File: src/rtl/wrap_pkg.sv
// wrap_pkg: shared state encoding and default byte width for the wrap_out slice
package wrap_pkg;
  localparam int BYTE_W_DEF = 8;
  typedef enum logic [1:0] {IDLE = 2'd0, SEND = 2'd1, FIN = 2'd2} state_t;
endpackage

File: src/rtl/wrap_out_if.sv
// wrap_out_if: result-word capture request and byte-stream handshake bundle
interface wrap_out_if #(
  parameter int NBYTES = 2,
  parameter int BYTE_W = wrap_pkg::BYTE_W_DEF
);
  logic                     start;
  logic [NBYTES*BYTE_W-1:0] yout;
  logic [BYTE_W-1:0]        bus;
  logic                     bus_valid;
  logic                     bus_ack;
  logic                     busy;
  logic                     done;
  modport master (output start, yout, bus_ack, input bus, bus_valid, busy, done);
  modport slave  (input start, yout, bus_ack, output bus, bus_valid, busy, done);
endinterface

File: src/rtl/wrap_out_dp.sv
// wrap_out_dp: shift register, byte counter and zero-gated bus mux for wrap_out
module wrap_out_dp import wrap_pkg::*; #(
  parameter int NBYTES = 2,
  parameter int BYTE_W = BYTE_W_DEF
) (
  input  logic                     clk,
  input  logic                     rst,
  input  logic                     i_ld,
  input  logic                     i_shift,
  input  logic                     i_rstcnt,
  input  logic                     i_en,
  input  logic [NBYTES*BYTE_W-1:0] i_yout,
  output logic [BYTE_W-1:0]        o_bus,
  output logic                     o_last
);
  localparam int CW = $clog2(NBYTES);
  logic [NBYTES*BYTE_W-1:0] r_sr;
  logic [CW-1:0]            r_cnt;
  assign o_bus  = i_en ? r_sr[BYTE_W-1:0] : '0;
  assign o_last = r_cnt == CW'(NBYTES - 1);
  // load a fresh word, drop each accepted byte off the bottom, wrap the counter on the last byte
  always_ff @(posedge clk or posedge rst)
    if (rst) begin
      r_sr  <= '0;
      r_cnt <= '0;
    end else if (i_ld) begin
      r_sr  <= i_yout;
      r_cnt <= '0;
    end else if (i_shift) begin
      r_sr  <= r_sr >> BYTE_W;
      r_cnt <= r_cnt + CW'(1);
    end else if (i_rstcnt)
      r_cnt <= '0;
endmodule

File: src/rtl/wrap_out.sv
// wrap_out: serialises a captured result word onto a byte bus, LSB first, with ack backpressure
module wrap_out import wrap_pkg::*; #(
  parameter int NBYTES = 2,
  parameter int BYTE_W = BYTE_W_DEF
) (
  input  logic       clk,
  input  logic       rst,
  wrap_out_if.slave  wif
);
  state_t r_state;
  logic   r_valid, r_busy, r_done;
  logic   w_last, w_ld, w_xfer, w_shift, w_rstcnt;
  assign w_ld     = (r_state == IDLE) && wif.start;
  assign w_xfer   = (r_state == SEND) && wif.bus_ack;
  assign w_shift  = w_xfer && !w_last;
  assign w_rstcnt = w_xfer && w_last;
  assign wif.bus_valid = r_valid;
  assign wif.busy      = r_busy;
  assign wif.done      = r_done;
  wrap_out_dp #(.NBYTES(NBYTES), .BYTE_W(BYTE_W)) u_dp (
    .clk      (clk),
    .rst      (rst),
    .i_ld     (w_ld),
    .i_shift  (w_shift),
    .i_rstcnt (w_rstcnt),
    .i_en     (r_valid),
    .i_yout   (wif.yout),
    .o_bus    (wif.bus),
    .o_last   (w_last)
  );
  // controller: start only honoured in IDLE, last accepted byte moves to FIN for the one-cycle done
  always_ff @(posedge clk or posedge rst)
    if (rst) begin
      r_state <= IDLE;
      r_valid <= 1'b0;
      r_busy  <= 1'b0;
      r_done  <= 1'b0;
    end else
      case (r_state)
        IDLE: if (wif.start) begin
          r_state <= SEND;
          r_valid <= 1'b1;
          r_busy  <= 1'b1;
        end
        SEND: if (w_rstcnt) begin
          r_state <= FIN;
          r_valid <= 1'b0;
          r_done  <= 1'b1;
        end
        FIN: begin
          r_state <= IDLE;
          r_busy  <= 1'b0;
          r_done  <= 1'b0;
        end
        default: begin
          r_state <= IDLE;
          r_valid <= 1'b0;
          r_busy  <= 1'b0;
          r_done  <= 1'b0;
        end
      endcase
endmodule

File: src/flat_wrapper.sv
// flat-port wrapper written by rule: the top's interface ports become plain ports
module wrap_out_flat import wrap_pkg::*;
#(
  parameter int NBYTES = 2,
  parameter int BYTE_W = BYTE_W_DEF
)
  (clk, rst, wif_start, wif_yout, wif_bus_ack, wif_bus, wif_bus_valid, wif_busy, wif_done);
  wrap_out_if #(.NBYTES(NBYTES), .BYTE_W(BYTE_W)) wif_i ();
  input  logic clk;
  input  logic rst;
  input wire logic [$bits(wif_i.start)-1:0] wif_start;
  input wire logic [$bits(wif_i.yout)-1:0] wif_yout;
  input wire logic [$bits(wif_i.bus_ack)-1:0] wif_bus_ack;
  output wire logic [$bits(wif_i.bus)-1:0] wif_bus;
  output wire logic [$bits(wif_i.bus_valid)-1:0] wif_bus_valid;
  output wire logic [$bits(wif_i.busy)-1:0] wif_busy;
  output wire logic [$bits(wif_i.done)-1:0] wif_done;
  assign wif_i.start = wif_start;
  assign wif_i.yout = wif_yout;
  assign wif_i.bus_ack = wif_bus_ack;
  assign wif_bus = wif_i.bus;
  assign wif_bus_valid = wif_i.bus_valid;
  assign wif_busy = wif_i.busy;
  assign wif_done = wif_i.done;
  wrap_out #(.NBYTES(NBYTES), .BYTE_W(BYTE_W)) u_core (.clk(clk), .rst(rst), .wif(wif_i));
endmodule
File: config.mk
export PLATFORM = sky130hd
export DESIGN_NAME = wrap_out_flat
export DESIGN_NICKNAME = d
export VERILOG_FILES = /design/src/rtl/wrap_pkg.sv /design/src/rtl/wrap_out_if.sv /design/src/rtl/wrap_out_dp.sv /design/src/rtl/wrap_out.sv /design/src/flat_wrapper.sv
export SDC_FILE = /design/constraint.sdc
export NUM_CORES = 1
export LEC_CHECK = 0
export ABC_CLOCK_PERIOD_IN_PS = 2250
export BUFFER_PORTS_ARGS = -buffer_cell sky130_fd_sc_hd__clkbuf_2
export CORE_UTILIZATION = 53
export DETAILED_ROUTE_END_ITERATION = 7
export PLACE_DENSITY = 0.89
export SLEW_MARGIN = 30
export SYNTH_ARGS = -nofsm -noshare
export SYNTH_HDL_FRONTEND = slang
export SYNTH_HIERARCHICAL = 1
export SYNTH_SLANG_ARGS = --single-unit
File: constraint.sdc
create_clock -name clk -period 2.25 [get_ports clk]
set_input_delay 0.45 -clock clk [delete_from_list [all_inputs] [get_ports clk]]
set_output_delay 0.45 -clock clk [all_outputs]
set_load 0.02 [all_outputs]
==> run metrics <==
Synth async-reset ratio=1.00; Synth Warn #=6; Worst Hold Class=input port to asynchronous set/reset pin; Worst-path clk slew=0.11 ns; CTS sink count=22; crit path kind=register to output port; Avg Cell Area, Syn=10.0 sq um; first-pass GRT wire length=3270 um; DRC viols=0; Synth Flop Type=dfrtp_1; drt pass-1 iters=4; Placer Congestion=~0.68; drt initial violations=17; Max Slew Vio Count=0; post-synthesis instance total=104; arrival time worst endpoint=between 1 and 1.5 ns; area grow syn2layout=17.0%; worst vdd ir=694 uV; CTS H-tree lvls=1; synthesized flop and latch total=22; # IOs=31; die width=46.4 um; proportion of synthesized area in mux cells=0.0767; vias in the first global route=756; Crit. End Element=output port; Achievable Freq=~0.6 GHz; simple-gate share of the synthesized area=0.234; max_cap viols=0; Mapped Area=1040 sq um; Tmin final=1.62 ns; final antenna-violating net count=0; IO Port Bufs=30; number of synthesized flops with an enable pin=0; Starting Density=0.585; DIE AREA=2150 sq um; crit path max fanout=11; setup TNS=0 ns; DP HPWL=1330 um; critical path data required time=1.80 ns; clock tree buffer depth=2; Post-Synth Adder-Cell Area=0; CTS tree=yes; Post-CTS Hold Fix Bufs=0; vias per cell=5.04; GRT Resource Usage Total=0.224; die height=between 40 and 50 um; Finish-stage setup viols=0; Overflow after GRT=0; initial antenna violation count=0; nets=155; largest net degree at the start of global routing=34; CTS Buf Count=3; share of cells above drive strength 1=0.286; Vias=797; largest family of logic cells by synthesized area=simple AND/OR/NAND/NOR gates; P_leak=0.600 nW; Worst setup SP type=register; Clock Skews=0.00276 ns; Slew HR=0.574; crit share post-route=0.722; Least-Margin Pin Slew=0.638 ns; fillcell total=153; Post-CTS Setup Bufs=0; hold violation count in the final report=0; post_cts resized=0; core footprint=1780 sq um; Clk Latency, worst-skew pair=0.29 ns; P per Cell Area=1220 nW/um^2; status=finished clean; Cell Rows=15; pre-CTS setup slack=roughly 0.62 ns; worst hold slack=0.0260 ns; RSZ-0062 raised after global routing=false; post-synthesis compound-gate area fraction=0.112; root buffer cell=clkbuf_4; distinct cell type count after synthesis=20; # diodes=0; overall routed net length=around 1900 um; Post-Syn Nets=124; sequential area share after synthesis=0.528; final setup margin=0.626 ns; wire per inst=roughly 12 um; xor-xnor portion of the synthesized cell area=0
[final timing paths]
check	start	endpoint	slack [ns]	cells past startpoint
worst min-delay path	rst	u_core/r_state[1]	0.03	2
min in group clk	wif_yout[8]	u_core/u_dp/r_sr[8]	0.35	3
worst max-delay path	u_core/wif.bus_valid	wif_bus[7]	0.63	2
max in group asynchronous	rst	u_core/u_dp/r_sr[3]	1.63	2
worst min register to register	u_core/wif.busy	u_core/wif.busy	0.52	2
worst max register to register	u_core/r_state[1]	u_core/u_dp/r_sr[6]	0.64	3
[critical path, stage by stage (launching register included)]
cell	delay (ns)
dfrtp_1	0.53
and2_1	0.18
clkbuf_2	0.17
[routing by layer]
layer  wire length [um]  vias to the layer above  global-route usage
li1                   -                      400                   -
met3                 91                        2              0.0549
met2                973                       21               0.339
met5                  0                        -                   0
met1                831                      374               0.291
met4                 21                        0               0.124
[flip-flops by register name (all words and copies together) (netlist names)]
signal and count:
u_core/r_state 2, u_core/wif.bus_valid 1, u_core/u_dp/o_last 1, u_core/u_dp/r_sr 16, u_core/wif.done 1, u_core/wif.busy 1
[per-stage QoR]
stage / cell area (sq um) / utilization / total power [W] / std cells
2_1_floorplan: 1040 / - / 0.00116 / 104
3_3_place_gp: 1200 / 0.672 / 0.00130 / 155
3_5_place_dp: 1200 / 0.672 / 0.00133 / 155
4_1_cts: 1220 / 0.685 / 0.00151 / 158
5_1_grt: 1220 / 0.685 / 0.00162 / 158
6_report: 1220 / 0.685 / 0.00149 / 158
[cell usage in the layout, fill, tap and decap left out, types with 2 or more instances in the layout]
| cell | Yosys | final |
|---|---|---|
| nand2b_1 | 10 | 10 |
| clkbuf_4 | 0 | 3 |
| mux2i_1 | 8 | 8 |
| or3b_1 | 2 | 2 |
| and2_1 | 9 | 9 |
| and3b_2 | 2 | 2 |
| clkbuf_2 | 0 | 30 |
| inv_1 | 5 | 5 |
| nor2_1 | 2 | 2 |
| dfrtp_1 | 22 | 22 |
| o21ai_0 | 16 | 16 |
| nand2_1 | 16 | 16 |
[Yosys cell counts (all sizes together), types with 2 or more instances]
| library cell | n | area share |
|---|---|---|
| o21ai | 16 | 0.077 |
| nand2b | 10 | 0.060 |
| and2 | 9 | 0.054 |
| inv | 5 | 0.018 |
| nand2 | 16 | 0.058 |
| and3b | 2 | 0.019 |
| buf | 5 | 0.032 |
| dfrtp | 22 | 0.53 |
| a21oi | 2 | 0.013 |
| mux2i | 8 | 0.077 |
| or3b | 2 | 0.017 |
| nor2 | 2 | 0.0072 |
[cells by family (layout without fill, tap and decap cells)]
logic type | Yosys count | count (layout)
simple gates | 43 | 43
mux | 8 | 8
compound gates | 21 | 21
buf+inv | 10 | 39
flops | 22 | 22
[power breakdown]
group	total, W	switching (W)	internal (W)
registers	0.000698	0.000125	0.000574
logic	0.000626	0.000355	0.000271
clock network	0.000169	0.000107	0.0000623
[layout make-up]
cell class | count | area, sq um | share of cell area
flip-flops and latches | 22 | 551 | 0.451
multi-input cells | 72 | 440 | 0.361
repair buffers | 31 | 158 | 0.129
well taps | 25 | 31.3 | 0.0256
clock buffers | 3 | 22.5 | 0.0184
inverters | 5 | 18.8 | 0.0154
Power figures use the tool's default switching activity.
